### src/rtl/shift_unit_iter_pkg.sv
// Shared encodings for the iterative shifter: shift opcodes, FSM states and
// the per-cycle step clamp.
package shift_unit_iter_pkg;

    typedef enum logic [1:0] {
        SHIFT_SLL = 2'b00,
        SHIFT_SRL = 2'b01,
        SHIFT_SRA = 2'b10,
        SHIFT_RSV = 2'b11
    } shift_op_e;

    typedef enum logic [1:0] {
        SHU_IDLE = 2'b00,
        SHU_RUN  = 2'b01,
        SHU_DONE = 2'b10
    } shu_state_e;

    // Wide enough to hold a step count of 0..4.
    localparam int unsigned SHU_STEP_W = 3;

    // Bits to shift this cycle: STEP, or the remainder when fewer are left.
    function automatic logic [SHU_STEP_W-1:0] shu_clamp_step(
        input logic [4:0]  rem,
        input int unsigned step
    );
        return (rem < 5'(step)) ? rem[SHU_STEP_W-1:0] : SHU_STEP_W'(step);
    endfunction

endpackage

### src/rtl/shift_unit_iter_step.sv
// One iteration of the shifter: shifts by n (0..STEP) with the fill that
// matches the operation; the reserved opcode passes the value through.
module shift_step_comb
    import shift_unit_iter_pkg::*;
#(
    parameter int unsigned WIDTH = 32
) (
    input  logic [WIDTH-1:0]      shreg,
    input  shift_op_e             op,
    input  logic [SHU_STEP_W-1:0] n,
    output logic [WIDTH-1:0]      shifted
);

    always_comb begin
        shifted = shreg;
        case (op)
            SHIFT_SLL: shifted = shreg << n;
            SHIFT_SRL: shifted = shreg >> n;
            SHIFT_SRA: shifted = WIDTH'($signed(shreg) >>> n);
            default:   shifted = shreg;
        endcase
    end

endmodule

### src/rtl/shift_unit_iter.sv
// Multi-cycle SLL/SRL/SRA unit shifting STEP bits per clock under a
// start/busy/done handshake; keeps the barrel shifter off the ALU path.
module shift_unit_iter
    import shift_unit_iter_pkg::*;
#(
    parameter int unsigned STEP  = 1,
    parameter int unsigned WIDTH = 32
) (
    input  logic             clk,
    input  logic             rst,
    input  logic             start,
    input  logic [1:0]       op,
    input  logic [31:0]      shamt32,
    input  logic [WIDTH-1:0] data_in,
    input  logic             flush,
    output logic             busy,
    output logic             done,
    output logic [WIDTH-1:0] result
);

    if (!(STEP == 1 || STEP == 2 || STEP == 4)) begin : g_bad_step
        $error("shift_unit_iter: STEP must be 1, 2 or 4");
    end

    shu_state_e              state_q;
    shift_op_e               op_q;
    logic [4:0]              rem_q;
    logic [WIDTH-1:0]        shreg_q;
    logic [WIDTH-1:0]        result_q;
    logic                    done_q;

    logic [SHU_STEP_W-1:0]   n_d;
    logic [WIDTH-1:0]        shreg_d;

    assign n_d = shu_clamp_step(rem_q, STEP);

    shift_step_comb #(.WIDTH(WIDTH)) u_step (
        .shreg   (shreg_q),
        .op      (op_q),
        .n       (n_d),
        .shifted (shreg_d)
    );

    always_ff @(posedge clk or posedge rst) begin
        if (rst) begin
            state_q  <= SHU_IDLE;
            op_q     <= SHIFT_SLL;
            rem_q    <= '0;
            shreg_q  <= '0;
            result_q <= '0;
            done_q   <= 1'b0;
        end else begin
            done_q <= 1'b0;
            case (state_q)
                SHU_IDLE, SHU_DONE: begin
                    // DONE accepts a new start directly so back-to-back ops see no idle gap.
                    if (start) begin
                        shreg_q <= data_in;
                        op_q    <= shift_op_e'(op);
                        rem_q   <= (op == SHIFT_RSV) ? 5'd0 : shamt32[4:0];
                        state_q <= SHU_RUN;
                    end else begin
                        state_q <= SHU_IDLE;
                    end
                end
                SHU_RUN: begin
                    if (flush) begin
                        state_q <= SHU_IDLE;
                    end else if (rem_q != 5'd0) begin
                        shreg_q <= shreg_d;
                        rem_q   <= rem_q - 5'(n_d);
                    end else begin
                        result_q <= shreg_q;
                        done_q   <= 1'b1;
                        state_q  <= SHU_DONE;
                    end
                end
                default: state_q <= SHU_IDLE;
            endcase
        end
    end

    assign busy   = (state_q == SHU_RUN);
    assign done   = done_q;
    assign result = result_q;

endmodule

### config.mk
export PLATFORM = sky130hd
export DESIGN_NAME = shift_unit_iter
export DESIGN_NICKNAME = d
export VERILOG_FILES = /design/src/rtl/shift_unit_iter_pkg.sv /design/src/rtl/shift_unit_iter_step.sv /design/src/rtl/shift_unit_iter.sv
export SDC_FILE = /design/constraint.sdc
export NUM_CORES = 1
export LEC_CHECK = 0
export ABC_AREA = 0
export ABC_CLOCK_PERIOD_IN_PS = 8109
export CAP_MARGIN = 10
export CORE_MARGIN = 5
export CORE_UTILIZATION = 51
export DETAILED_ROUTE_END_ITERATION = 16
export GPL_TIMING_DRIVEN = 0
export HOLD_SLACK_MARGIN = 0.02
export PLACE_DENSITY = 0.94
export SLEW_MARGIN = 20
export SYNTH_ARGS = -nofsm -noshare
export SYNTH_HDL_FRONTEND = slang
export SYNTH_SLANG_ARGS = --single-unit
### constraint.sdc
create_clock -name clk -period 8.11 [get_ports clk]
set_input_delay 2.433 -clock clk [delete_from_list [all_inputs] [get_ports clk]]
set_output_delay 2.433 -clock clk [all_outputs]
set_load 0.005 [all_outputs]
Word level (Yosys, flattened, before mapping)
Index checks and enable logic that the tools add are counted.
{"block": "word_totals", "inputBits": 70, "word_cells": 50, "output_inout_bits": 34, "regBits": 74}
{"block": "classes", "addsub": 1, "reduce_logical": 9, "n_lt_le_gt_ge": 1, "shift": 3, "mux": 18, "n_eq_ne": 10, "bitwise_logic": 2}
{"op": "$mux W32", "n": 3}
{"op": "$pmux W32 S3", "n": 1}
{"op": "$pmux W32 S2", "n": 1}
{"op": "$shl A32 B3 Y32", "n": 1}
{"op": "$shr A32 B3 Y32", "n": 1}
{"op": "$sshr A32 B3 Y32", "n": 1}
{"op": "$mux W5", "n": 4}
{"op": "$pmux W5 S2", "n": 1}
{"op": "$eq A2 B2 Y1 const B", "n": 3}
{"op": "$lt A5 B1 Y1 const B", "n": 1}
{"op": "$reduce_and A5 Y1", "n": 1}
{"op": "$reduce_bool A5 Y1", "n": 1}
{"op": "$sub A5 B3 Y5", "n": 1}
{"op": "$eq A2 B1 Y1 const B", "n": 2}
{"op": "$logic_not A2 Y1", "n": 2}
{"op": "$mux W1", "n": 4}
{"op": "$mux W2", "n": 2}
{"op": "$ne A2 B2 Y1 const B", "n": 2}
{"op": "$ne A4 B1 Y1 const B", "n": 1}
{"op": "$pmux W2 S2", "n": 1}
{"op": "$reduce_and A4 Y1", "n": 1}
{"op": "$mux W3", "n": 1}
{"op": "$ne A3 B3 Y1 const B", "n": 1}
{"op": "$reduce_and A3 Y1", "n": 1}
{"op": "5 further kinds", "n": 6}

Logic depth before layout (Yosys ltp)
{"block": "logic_depth", "ltp_word": 7, "ltp_mapped": 7, "mapped_depth_nobuf": 7}

Modules after synthesis
From an unflattened synthesis, not the netlist that was laid out.
{"block": "unflattened", "hier_cells": 685, "area_unflattened_um2": 6190.9}
{"module": "shift_unit_iter", "seq_area_each_um2": 1851.8, "cells_per_inst": 295, "area_each_um2": 3437.0, "instances": 1}
{"module": "shift_step_comb", "seq_area_each_um2": 0.0, "cells_per_inst": 390, "area_each_um2": 2753.9, "instances": 1}

Least setup slack after synthesis
Ideal clock, no wire load.
{"block": "synth_path", "path_type": "input -> register", "from": "input flush", "to": "register shreg_q[10]", "t_required_ns": 7.984, "setup_slack_ns": 4.540, "setup_ns": 0.126, "path_stages": 4, "n_path_buf": 1, "arrival_ns": 3.444, "path_cell_list": "o21ai_0 nand2_1 buf_2 a221o_1"}
{"block": "synth_via", "elab_chain_len": 2}
{"element": "start, declared", "line": "shift_unit_iter.sv:15", "source": "input logic flush,"}
{"element": "$ne A2 B2 Y1 (no line)"}
{"element": "$reduce_and A5 Y1 (no line)"}
{"element": "end signal, assigned", "line": "shift_unit_iter.sv:58", "source": "shreg_q <= data_in;"}
{"element": "end signal, assigned", "line": "shift_unit_iter.sv:70", "source": "shreg_q <= shreg_d;"}
{"element": "end, declared", "line": "shift_unit_iter.sv:28", "source": "logic [WIDTH-1:0] shreg_q;"}
Every way passes these cells.
A chain may end at the register's enable or synchronous reset.

Final worst setup path
{"block": "layout_path", "from": "register state_q[1]", "to": "output busy"}
{"block": "layout_via", "elab_chain_len": 1}
{"element": "start, declared", "line": "shift_unit_iter.sv:25", "source": "shu_state_e state_q;"}
{"element": "start signal, assigned", "line": "shift_unit_iter.sv:46", "source": "state_q <= SHU_IDLE;"}
{"element": "start signal, assigned", "line": "shift_unit_iter.sv:61", "source": "state_q <= SHU_RUN;"}
{"element": "start signal, assigned", "line": "shift_unit_iter.sv:63", "source": "state_q <= SHU_IDLE;"}
{"element": "$eq A2 B1 Y1", "line": "shift_unit_iter.sv:83", "source": "assign busy = (state_q == SHU_RUN);"}
{"element": "end, declared", "line": "shift_unit_iter.sv:16", "source": "output logic busy,"}
Every way passes these cells.

==> impl_results.md <==
- Crit path required time: ~5.7 ns
- Register-to-register setup slack: between 5 and 6 ns
- Pre-Repair DR Iteration Count: 6
- CTS sink cnt: 74
- CP max stage delay: approximately 0.54 ns
- Largest net degree at the start of global routing: 53
- Post-route setup TNS: 0 ns
- Die area: approximately 8600 sq um
- Buf+Inv Stages, Crit Path: 2
- Share of the synthesized area in the top cell type: 0.534
- Mapped Cells: between 300 and 400
- Starting Density: 0.516
- GRT Total Usage: 0.226
- Synth Register Bits: 74
- Critical Path AT: roughly 1.8 ns
- Slew @ Worst Pin: between 0.6 and 0.7 ns
- Synth area leaders: dfrtp_1, mux2_1, a22oi_1, a221o_1, nor3_1
- CP Launch Point: state_q[1]
- I/O pin count: 104
- Crit path cell chain: nand2b_1 > inv_2 > clkdlybuf4s50_1
- Avg Inst Size Synth: about 11 sq um
- Tot Pwr: roughly 1.7 mW
- Crit Reg-Reg Endpoint: result[21]
- Setup ws final: slightly below 4 ns
- Worst-path maximum fanout: 10
- Slew HR: 0.567
- DRT Wirelength: between 9000 and 10000 microns
- Cell taking the most area after synthesis: dfrtp_1
- Seq/Total Area, Yosys: 0.534
- Leakage: between 1.5 and 2 nW
- Top cell family by delay on the critical path: buffers and inverters
- Drt wl/cell: 19.1 microns
- Syn Nets: 378
- DRT antenna net count: 0
- HP Start: result[11]
- Layout cells sized above 1: 0.0806
- Fin nets: between 400 and 500
- Initial antenna violation count: 0
- Number of synthesized flops with an enable pin: 0
- Drt drc: 0
- Core area: ~6700 sq um
- Startpoint types: register
- Fin Hold WS: 0.491 ns
- Vias in the first global route: around 3k
- Final core occ: 0.676
- Max frequency: approximately 0.24 GHz
- Synthesis Warnings: 0
- Status: completed
- Antenna Cells: 0
- Final setup fails: 0
- Part of the power in combinational logic: 0.449
- Reg2Reg Launch Point: rem_q[2]
- Global-route wire length before repair: about 15000 microns
- Root buffer cell: clkbuf_8
- Psw: 708 uW
- HP Class: register to register
- Die H: 92.5 microns
- R2R depth: 5
- Clk network pwr share: 0.157
- Final Critical Period: between 4 and 5 ns
- Placed wire-length estimate: roughly 6600 microns
- Layout Skew: between 0.006 and 0.007 ns
- P per Cell Area: 385 nW/um^2
- Worst path slowest cell: clkdlybuf4s50_1
- Vias/cell: 6.24
- RSZ-0062 raised after global routing: no
- Inserted Clock Buffers: 9
- Longest Clk Path Bufs: 2
- Grt total ovfl: 0
- Placer Congestion: 0.904
- Crit path kind: register to output pin
- Synth async-reset ratio: 1.00
- DR vias: slightly below 3k
- Fillcell total: ~480
- Max Cap Viol: 0
- Sw Share: 0.405
- Setup WS pre-CTS: about 3.6 ns
- # rows: 30
- Final Slew Violations: 0
- H-tree depth: 3
- Hold path depth: 1
- Iter 0 DRT Violations: 231
- Clk Latency, worst-skew pair: roughly 0.37 ns
- Fin crit share: 0.519
- CTS resizes: 0
- Hold-critical path endpoint: result[11]
- Postcts setup bufs: 0
- I/O Buffers: 76
- VDD IR max: 0.185 mV
- Critical Path End Type: output pin
- CTS hold repair buffers: 0
- Post-Syn Area: 3470 sq um
- Top FF cell, synth: dfrtp_1
- Internal power: between 1 and 1.5 mW
- Seq pwr share: 0.394
- Hold Violations, Final: 0
- TritonCTS clock tree: built
- Die width: between 90 and 100 microns
- Worst-path clk slew: about 0.08 ns
- Number of cells on the critical path: 3
- Netlist cell types: roughly 40
- Syn-to-layout area delta: 31.0%
[cells in the mapped netlist, types with 2 or more instances]
cell and instances:
nor3_1 23, a221oi_1 3, nor2_1 10, buf_2 2, dfrtp_1 74, mux2_2 3, a32oi_1 2, nand2_1 13
mux2_1 29, nand3_1 3, ha_1 4, a21oi_1 18, a22oi_1 29, buf_4 3, nor3b_1 2, a22o_1 2
nand2b_1 4, buf_1 2, clkbuf_1 14, o21ai_0 11, inv_1 7, o211a_1 2, a31oi_1 9, a221o_1 18
[state kept, by name, summed over array words and instances (netlist names)]
| signal | cells |
|---|---|
| op_q | 2 |
| rem_q | 5 |
| done | 1 |
| result | 32 |
| state_q | 2 |
| shreg_q | 32 |
[placed cells by master, fill, tap and decap left out, types with 2 or more instances in the layout]
cell type        netlist  layout
clkdlybuf4s50_1        0      76
dfrtp_1               74      74
a22oi_1               29      29
mux2_1                29      29
nor3_1                23      23
a221o_1               18      18
a21oi_1               18      18
clkbuf_1              14      14
nand2_1               13      13
o21ai_0               11      11
nor2_1                10      10
a31oi_1                9       9
clkbuf_8               0       9
inv_1                  7       6
nand2b_1               4       4
ha_1                   4       4
nand3_1                3       3
buf_4                  3       3
mux2_2                 3       3
a221oi_1               3       3
inv_6                  0       3
clkinvlp_4             0       3
nor3b_1                2       2
a22o_1                 2       2
buf_1                  2       2
buf_2                  2       2
o211a_1                2       2
a32oi_1                2       2
[worst register-to-register path, stage by stage, from the launching register on]
cell	delay, ns
dfrtp_1	0.45
nor4_2	0.52
nand2b_1	0.31
nor3_4	0.36
buf_4	0.28
mux2_1	0.36
[layer usage]
layer / share of wire / GRT usage / vias up
met2: 0.47 / 0.351 / 149
met4: 0.026 / 0.101 / 0
met3: 0.085 / 0.0471 / 28
li1: - / - / 1350
met5: 0 / 0 / -
met1: 0.42 / 0.306 / 1451
[stage by stage]
step / instances / instance area, sq um
floorplan: 304 / 3470
global placement: 460 / 4330
detailed placement: 461 / 4360
CTS: 477 / 4540
global route: 477 / 4540
finish: 477 / 4540
[logic make-up after synthesis]
kind of cell    after synthesis  synth area share
compound gates              102             0.217
flops                        74             0.534
simple gates                 62            0.0927
mux                          32             0.104
buf+inv                      30            0.0386
fa+ha+maj                     4            0.0144
[final cells by class]
cell class | instances | area, sq um | share of cell area
plain buffers | 22 | 104 | 0.0229
clock buffers | 9 | 124 | 0.0273
clock inverters | 7 | 60.1 | 0.0132
inverters | 8 | 32.5 | 0.00716
multi-input cells | 200 | 1480 | 0.327
flip-flops and latches | 74 | 1850 | 0.407
well taps | 80 | 100 | 0.0220
repair buffers | 77 | 788 | 0.173
[power groups by stage]
stage / Combinational [mW] / Sequential, mW / Clock [mW]
2_1_floorplan: 0.494 / 0.648 / 0
3_3_place_gp: 0.744 / 0.678 / 0
3_5_place_dp: 0.779 / 0.690 / 0
4_1_cts: 0.784 / 0.684 / 0.276
5_1_grt: 0.868 / 0.711 / 0.291
6_report: 0.785 / 0.689 / 0.275
[how the worst max path moves through the flow]
stage                  endpoint  slack, ns
floorplan                  done       3.80
finish                     busy       3.90
global placement       rem_q[1]       2.69
detailed placement  shreg_q[11]       3.64
CTS                        busy       3.89
global route               busy       3.82
Note: power is estimated with default switching activity, not from simulation.
